### src/rtl/rename_pkg.sv
// Shared types and sizing for the rename/dispatch controller and its ROB allocator.
package rename_pkg;
  localparam int NUM_ROWS   = 32;
  localparam int ROBID_BITS = 7;
  localparam int REGID_BITS = 5;
  localparam int ROB_DEPTH  = 1 << ROBID_BITS;

  localparam logic [REGID_BITS-1:0] LAST_ROW      = REGID_BITS'(NUM_ROWS - 1);
  localparam logic [ROBID_BITS:0]   ROB_DEPTH_CNT = (ROBID_BITS + 1)'(ROB_DEPTH);

  typedef enum logic {
    RUN   = 1'b0,
    FLUSH = 1'b1
  } rename_state_t;

  typedef struct packed {
    logic [ROBID_BITS-1:0] robid;
    logic [ROBID_BITS-1:0] robid1;
    logic [ROBID_BITS-1:0] robid2;
    logic                  v1;
    logic                  v2;
  } ren_out_t;
endpackage

### src/rtl/rob_alloc_cnt.sv
// ROB allocation tracking: tail pointer, live-entry count and full flag.
// clr wins over inc/dec; a dec with an empty ROB is ignored.
module rob_alloc_cnt import rename_pkg::*; (
  input  logic                  clk,
  input  logic                  rst,
  input  logic                  inc,
  input  logic                  dec,
  input  logic                  clr,
  output logic [ROBID_BITS-1:0] tail,
  output logic [ROBID_BITS:0]   count,
  output logic                  full
);
  logic [ROBID_BITS-1:0] tail_q, tail_d;
  logic [ROBID_BITS:0]   count_q, count_d;
  logic                  do_inc, do_dec;

  always_comb begin
    tail_d  = tail_q;
    count_d = count_q;
    do_inc  = inc && (count_q != ROB_DEPTH_CNT);
    do_dec  = dec && (count_q != '0);
    if (clr) begin
      tail_d  = '0;
      count_d = '0;
    end else begin
      // Tail width equals log2(ROB_DEPTH), so the increment wraps 127 -> 0.
      if (do_inc) tail_d = tail_q + 1'b1;
      if (do_inc && !do_dec)      count_d = count_q + 1'b1;
      else if (!do_inc && do_dec) count_d = count_q - 1'b1;
    end
  end

  always_ff @(posedge clk or negedge rst) begin
    if (!rst) begin
      tail_q  <= '0;
      count_q <= '0;
    end else begin
      tail_q  <= tail_d;
      count_q <= count_d;
    end
  end

  assign tail  = tail_q;
  assign count = count_q;
  assign full  = (count_q == ROB_DEPTH_CNT);
endmodule

### src/rtl/rename_ctrl.sv
// Rename/dispatch controller: ROB-ID allocation, delayed RAT rename write,
// single-entry renamed-output register and RAT flush walk.
// Optional RENAME_PERF_EN adds saturating stall/rename performance counters.
//
// Handshakes: a transfer happens on a posedge where valid && ready are both
// high; valid never depends combinationally on ready of the same interface.
module rename_ctrl import rename_pkg::*; (
  input  logic                  clk,
  input  logic                  rst,
  input  logic                  dec_valid,
  output logic                  dec_ready,
  input  logic [REGID_BITS-1:0] dec_rs1,
  input  logic [REGID_BITS-1:0] dec_rs2,
  input  logic [REGID_BITS-1:0] dec_rd,
  input  logic                  dec_has_rd,
  output logic                  ren_valid,
  input  logic                  ren_ready,
  output logic [ROBID_BITS-1:0] ren_robid,
  output logic [ROBID_BITS-1:0] ren_robid1,
  output logic [ROBID_BITS-1:0] ren_robid2,
  output logic                  ren_v1,
  output logic                  ren_v2,
  output logic [REGID_BITS-1:0] rat_r1addr,
  output logic [REGID_BITS-1:0] rat_r2addr,
  input  logic [ROBID_BITS-1:0] rat_robid1,
  input  logic [ROBID_BITS-1:0] rat_robid2,
  input  logic                  rat_v1,
  input  logic                  rat_v2,
  output logic [REGID_BITS-1:0] rat_waddr,
  output logic                  rat_write_robid,
  output logic [ROBID_BITS-1:0] rat_currid,
  output logic                  rat_clr_valid,
  output logic [REGID_BITS-1:0] rat_clr_addr,
  input  logic                  commit_valid,
  input  logic                  flush_req,
  output logic                  flush_busy,
  output logic                  rob_full,
  output logic [ROBID_BITS:0]   rob_count,
  output rename_state_t         dbg_state
`ifdef RENAME_PERF_EN
  ,
  output logic [31:0]           perf_stall_cycles,
  output logic [31:0]           perf_renamed
`endif
);
  rename_state_t         state_q, state_d;
  logic [REGID_BITS-1:0] clr_addr_q, clr_addr_d;
  ren_out_t              ren_q, ren_d;
  logic                  ren_valid_q, ren_valid_d;
  logic                  wr_valid_q, wr_valid_d;
  logic [REGID_BITS-1:0] wr_addr_q, wr_addr_d;
  logic [ROBID_BITS-1:0] wr_id_q, wr_id_d;
  logic [ROBID_BITS-1:0] tail;
  logic                  run, accept, commit;

  assign run       = (state_q == RUN);
  // Held low while reset is asserted so decode never sees a stale ready.
  assign dec_ready = rst && run && !rob_full && (!ren_valid_q || ren_ready);
  assign accept    = dec_valid && dec_ready;
  assign commit    = commit_valid && run;

  rob_alloc_cnt u_alloc (
    .clk   (clk),
    .rst   (rst),
    .inc   (accept),
    .dec   (commit),
    .clr   (flush_req),
    .tail  (tail),
    .count (rob_count),
    .full  (rob_full)
  );

  always_comb begin
    state_d     = state_q;
    clr_addr_d  = clr_addr_q;
    ren_d       = ren_q;
    ren_valid_d = ren_valid_q;
    wr_valid_d  = 1'b0;
    wr_addr_d   = wr_addr_q;
    wr_id_d     = wr_id_q;

    case (state_q)
      RUN: begin
        clr_addr_d = '0;
      end
      FLUSH: begin
        if (clr_addr_q == LAST_ROW) begin
          state_d    = RUN;
          clr_addr_d = '0;
        end else begin
          clr_addr_d = clr_addr_q + 1'b1;
        end
      end
      default: state_d = RUN;
    endcase

    if (accept) begin
      ren_d.robid  = tail;
      ren_d.robid1 = rat_robid1;
      ren_d.robid2 = rat_robid2;
      ren_d.v1     = rat_v1;
      ren_d.v2     = rat_v2;
      ren_valid_d  = 1'b1;
      // The RAT row is rewritten one cycle later, so rs == rd in the same
      // instruction still reads the previous producer.
      wr_valid_d   = dec_has_rd;
      wr_addr_d    = dec_rd;
      wr_id_d      = tail;
    end else if (ren_ready) begin
      ren_valid_d = 1'b0;
    end

    if (flush_req) begin
      state_d     = FLUSH;
      clr_addr_d  = '0;
      ren_valid_d = 1'b0;
      wr_valid_d  = 1'b0;
    end
  end

  always_ff @(posedge clk or negedge rst) begin
    if (!rst) begin
      state_q     <= RUN;
      clr_addr_q  <= '0;
      ren_q       <= '0;
      ren_valid_q <= 1'b0;
      wr_valid_q  <= 1'b0;
      wr_addr_q   <= '0;
      wr_id_q     <= '0;
    end else begin
      state_q     <= state_d;
      clr_addr_q  <= clr_addr_d;
      ren_q       <= ren_d;
      ren_valid_q <= ren_valid_d;
      wr_valid_q  <= wr_valid_d;
      wr_addr_q   <= wr_addr_d;
      wr_id_q     <= wr_id_d;
    end
  end

  assign rat_r1addr      = dec_rs1;
  assign rat_r2addr      = dec_rs2;
  assign rat_write_robid = wr_valid_q;
  assign rat_waddr       = wr_addr_q;
  assign rat_currid      = wr_id_q;
  assign rat_clr_valid   = (state_q == FLUSH);
  assign rat_clr_addr    = clr_addr_q;
  assign flush_busy      = (state_q == FLUSH);
  assign dbg_state       = state_q;
  assign ren_valid       = ren_valid_q;
  assign ren_robid       = ren_q.robid;
  assign ren_robid1      = ren_q.robid1;
  assign ren_robid2      = ren_q.robid2;
  assign ren_v1          = ren_q.v1;
  assign ren_v2          = ren_q.v2;

`ifdef RENAME_PERF_EN
  logic [31:0] stall_q, stall_d, renamed_q, renamed_d;

  always_comb begin
    stall_d   = stall_q;
    renamed_d = renamed_q;
    if (dec_valid && !dec_ready && (stall_q != '1)) stall_d = stall_q + 32'd1;
    if (accept && (renamed_q != '1))                renamed_d = renamed_q + 32'd1;
  end

  always_ff @(posedge clk or negedge rst) begin
    if (!rst) begin
      stall_q   <= '0;
      renamed_q <= '0;
    end else begin
      stall_q   <= stall_d;
      renamed_q <= renamed_d;
    end
  end

  assign perf_stall_cycles = stall_q;
  assign perf_renamed      = renamed_q;
`endif
endmodule

### config.mk
export PLATFORM = sky130hd
export DESIGN_NAME = rename_ctrl
export DESIGN_NICKNAME = d
export VERILOG_FILES = /design/src/rtl/rename_pkg.sv /design/src/rtl/rob_alloc_cnt.sv /design/src/rtl/rename_ctrl.sv
export SDC_FILE = /design/constraint.sdc
export NUM_CORES = 1
export LEC_CHECK = 0
export BUFFER_PORTS_ARGS = -buffer_cell sky130_fd_sc_hd__buf_2
export CORE_ASPECT_RATIO = 0.6
export CORE_UTILIZATION = 52
export DETAILED_ROUTE_END_ITERATION = 12
export PLACE_DENSITY = 0.85
export SLEW_MARGIN = 20
export SYNTH_ARGS = -nofsm -noshare
export SYNTH_HDL_FRONTEND = slang
export SYNTH_SLANG_ARGS = --single-unit
### constraint.sdc
create_clock -name clk -period 7.9 [get_ports clk]
set_input_delay 1.185 -clock clk [delete_from_list [all_inputs] [get_ports clk]]
set_output_delay 1.185 -clock clk [all_outputs]
set_load 0.01 [all_outputs]
==> impl_metrics.tcl <==
set metrics [dict create \
    final_core_util_pct 64.8 \
    cts_inserted_buffers 5 \
    top_layer_used "met4" \
    postSynthCellCount 284 \
    cp_max_fo 56 \
    reg2reg_to "u_alloc.count[7]$_DFFE_PN0P_" \
    antenna_found_initial 0 \
    post_synth_and_or_nand_nor_area_fraction_pct 24.9 \
    grt_max_degree 57 \
    grt_pass1_wl_mm 9.21 \
    synth_warnings 0 \
    wl_met1_mm 2.55 \
    setup_viol 0 \
    clk_latency_ns 0.31 \
    r2r-start "u_alloc.count[6]$_DFFE_PN0P_" \
    endpoint_kind "flip-flop" \
    maxCapViolCount 0 \
    cts_hold_buf 0 \
    wl_met2_mm 2.25 \
    slew_viol_final 0 \
    final_common_cell "nand2_1" \
    synth.avg_cell_area_um2 9.15 \
    vias 2131 \
    fin_setup_tns_ns 0 \
    whs_ns 0.475 \
    hold_depth 2 \
    pin_count 103 \
    cts_buffer_depth 2 \
    dieArea_mm2 0.00529 \
    clkSlewWorstSetupHoldPaths_ns 0.09 \
    finalHoldViolations 0 \
    syn_to_final_growth_pct 16.9 \
    rsz0062_at_grt "false" \
    synthXorXnorAreaFrac_pct 3.37 \
    fin_crit_sh_pct 51.0 \
    row_count 19 \
    hp-class "flip-flop to flip-flop" \
    cp.arrival_ns 4.27 \
    tightest_slew_ns 0.689 \
    max_slew_margin_pct 53.9 \
    muxShareOfSynthArea_pct 1.30 \
    r2r_slack_ns 4.39 \
    cts_tree "built" \
    grt_pass1_vias 1966 \
    die_w_um 93.2 \
    skew_ns 0.00809 \
    routedWlPerCell_um 13.4 \
    worstHoldStart "rat_waddr[1]$_DFFE_PN0N_" \
    ctsResizeCount 0 \
    outcome "finished, final reports clean" \
    finalNetCount 392 \
    fmax_ghz 0.248 \
    synth_edf_count 0 \
    cp.required_ns 8.14 \
    critPathKind "input pin to flip-flop" \
    post_cts_buffers 0 \
    cp-start-kind "input pin" \
    synth-compound-area-share_pct 8.24 \
    final_cell_mix "89 x nand2_1, 82 x buf_2, 51 x dfrtp_1" \
    antenna_left 0 \
    drive_above_1_share_pct 29.3 \
    drc_errors 0 \
    multi_input_area_mm2 0.00112 \
    period_minus_slack_ns 4.03 \
    grt_remaining_overflow 0 \
    ys_seq_area_share_pct 49.1 \
    dp_hpwl_mm 3.93 \
    layout_setup_ws_ns 3.87 \
    io_buffers 82 \
    slowest_stage "buf_4" \
    place_congestion 0.840 \
    start_util_pct 55.5 \
    async_flop_share_pct 100 \
    synth_nets 332 \
    dr_wl_met3_um 591 \
    avgViaCountPerCell 5.22 \
    fill_cells 408 \
    path_cells "buf_2 -> buf_4 -> nand4b_1 -> a211o_2 -> ha_1 -> a211oi_1 -> o211ai_1 -> a21oi_1 -> mux4_2 -> nor2_1" \
    synth_area_mm2 0.00260 \
    core-area_mm2 0.00468 \
    p_total_uw 505 \
    regArea_mm2 0.00128 \
    h-tree-depth 2 \
    drt_pass1_iterations 4 \
    antennaDiodeCount 0 \
    p_leak_nw 1.68 \
    drt_wl_total_mm 5.48 \
    grt_use_total_pct 22.8 \
    ys_ff_latch 51 \
    drt_iter0_drc 122 \
    dieHeight_um 56.7 \
    ys_types 43 \
    peakVddDrop_uv 148 \
    ys.flop_type "dfrtp_1" \
    cts_root_buffer "clkbuf_8" \
    place_ws_ns 3.54 \
    hold_path_end "rat_waddr[1]$_DFFE_PN0N_" \
    power_per_cell_area_mw_per_mm2 166 \
    ff2ff_path_depth 10 \
    max_stage_delay_ns 0.51 \
    yosys.area_share.adder_pct 5.11 \
    numClockSinks 51 \
    synth_top_family_by_area "simple AND/OR/NAND/NOR gates" \
]
power by group:
part | switching [mW] | internal [mW] | total, mW
Combinational | 0.0253 | 0.0179 | 0.0433
Sequential | 0.00653 | 0.272 | 0.278
Clock | 0.0883 | 0.0955 | 0.184
Total | 0.120 | 0.385 | 0.505
per-stage QoR:
stage | instances | instance area [µm²]
floorplan | 284 | 2600
global placement | 400 | 2910
detailed placement | 400 | 2920
CTS | 408 | 3030
global route | 408 | 3040
finish | 408 | 3040
state kept, by name (all words and copies together), names as in the netlist, 5 cells and up:
signal	count
rat_clr_addr	5
rat_currid	7
rat_waddr	5
ren_robid1	7
ren_robid2	7
u_alloc.count	8
u_alloc.tail	7
worst max-delay path, delay by kind of cell:
| kind | cells | cell delay [ns] |
|---|---|---|
| adders and majority gates | 1 | 0.31 |
| muxes | 1 | 0.51 |
| buffers and inverters | 2 | 0.59 |
| and+or+nand+nor | 2 | 0.53 |
| AOI/OAI and AO/OA | 4 | 1.11 |
cells by family (layout without fill, tap and decap cells):
group                    Yosys count  after routing
flip-flops                        51             51
adder cells (fa/ha/maj)           10             10
AND/OR/NAND/NOR                  141            141
XOR/XNOR                          10             10
multiplexers                       2              2
buffers and inverters             36             97
AO/OA/AOI/OAI                     34             34
layer usage:
layer,up-vias,GRT usage (%)
met5,-,0
met4,0,8.13
met3,6,7.32
met2,102,31.5
met1,982,33.3
li1,1041,-
worst max-delay path by stage:
stage                   start                           end  slack (ns)  cells past startpoint
floorplan           ren_ready  u_alloc.count[7]$_DFFE_PN0P_        4.46                      9
global placement          rst  u_alloc.count[7]$_DFFE_PN0P_        3.69                     10
detailed placement        rst  u_alloc.count[7]$_DFFE_PN0P_        3.54                     10
CTS                       rst  u_alloc.count[7]$_DFFE_PN0P_        3.86                     10
global route              rst  u_alloc.count[7]$_DFFE_PN0P_        3.50                     10
finish                    rst  u_alloc.count[7]$_DFFE_PN0P_        3.87                     10
synthesized netlist by cell type, types with 2 or more instances:
cell	number	share of area [%]
dfrtp_1	51	49
and2_1	3	0.72
xnor2_1	5	1.7
a21oi_1	11	2.1
inv_1	6	0.87
nor2_1	11	1.6
ha_1	9	4.3
nand2_1	90	13
and3_1	2	0.48
clkbuf_1	11	1.6
or4_1	2	0.58
buf_4	19	5.5
nor4b_1	2	0.67
a21o_1	2	0.58
nor2b_1	6	1.4
o211ai_1	2	0.58
or2_2	2	0.48
o21a_1	3	0.87
nand3_1	5	0.96
o21ai_0	8	1.5
xor2_1	5	1.7
nor3_1	4	0.77
or3_1	5	1.2
final cells by class:
type	count	area share [%]
Clock inverter	3	1.53
Sequential cell	51	42.0
Timing Repair Buffer	83	13.8
Tap cell	63	2.60
Inverter	6	0.742
Clock buffer	5	2.27
Multi-Input combinational cell	197	37.1
Power figures use the tool's default switching activity.
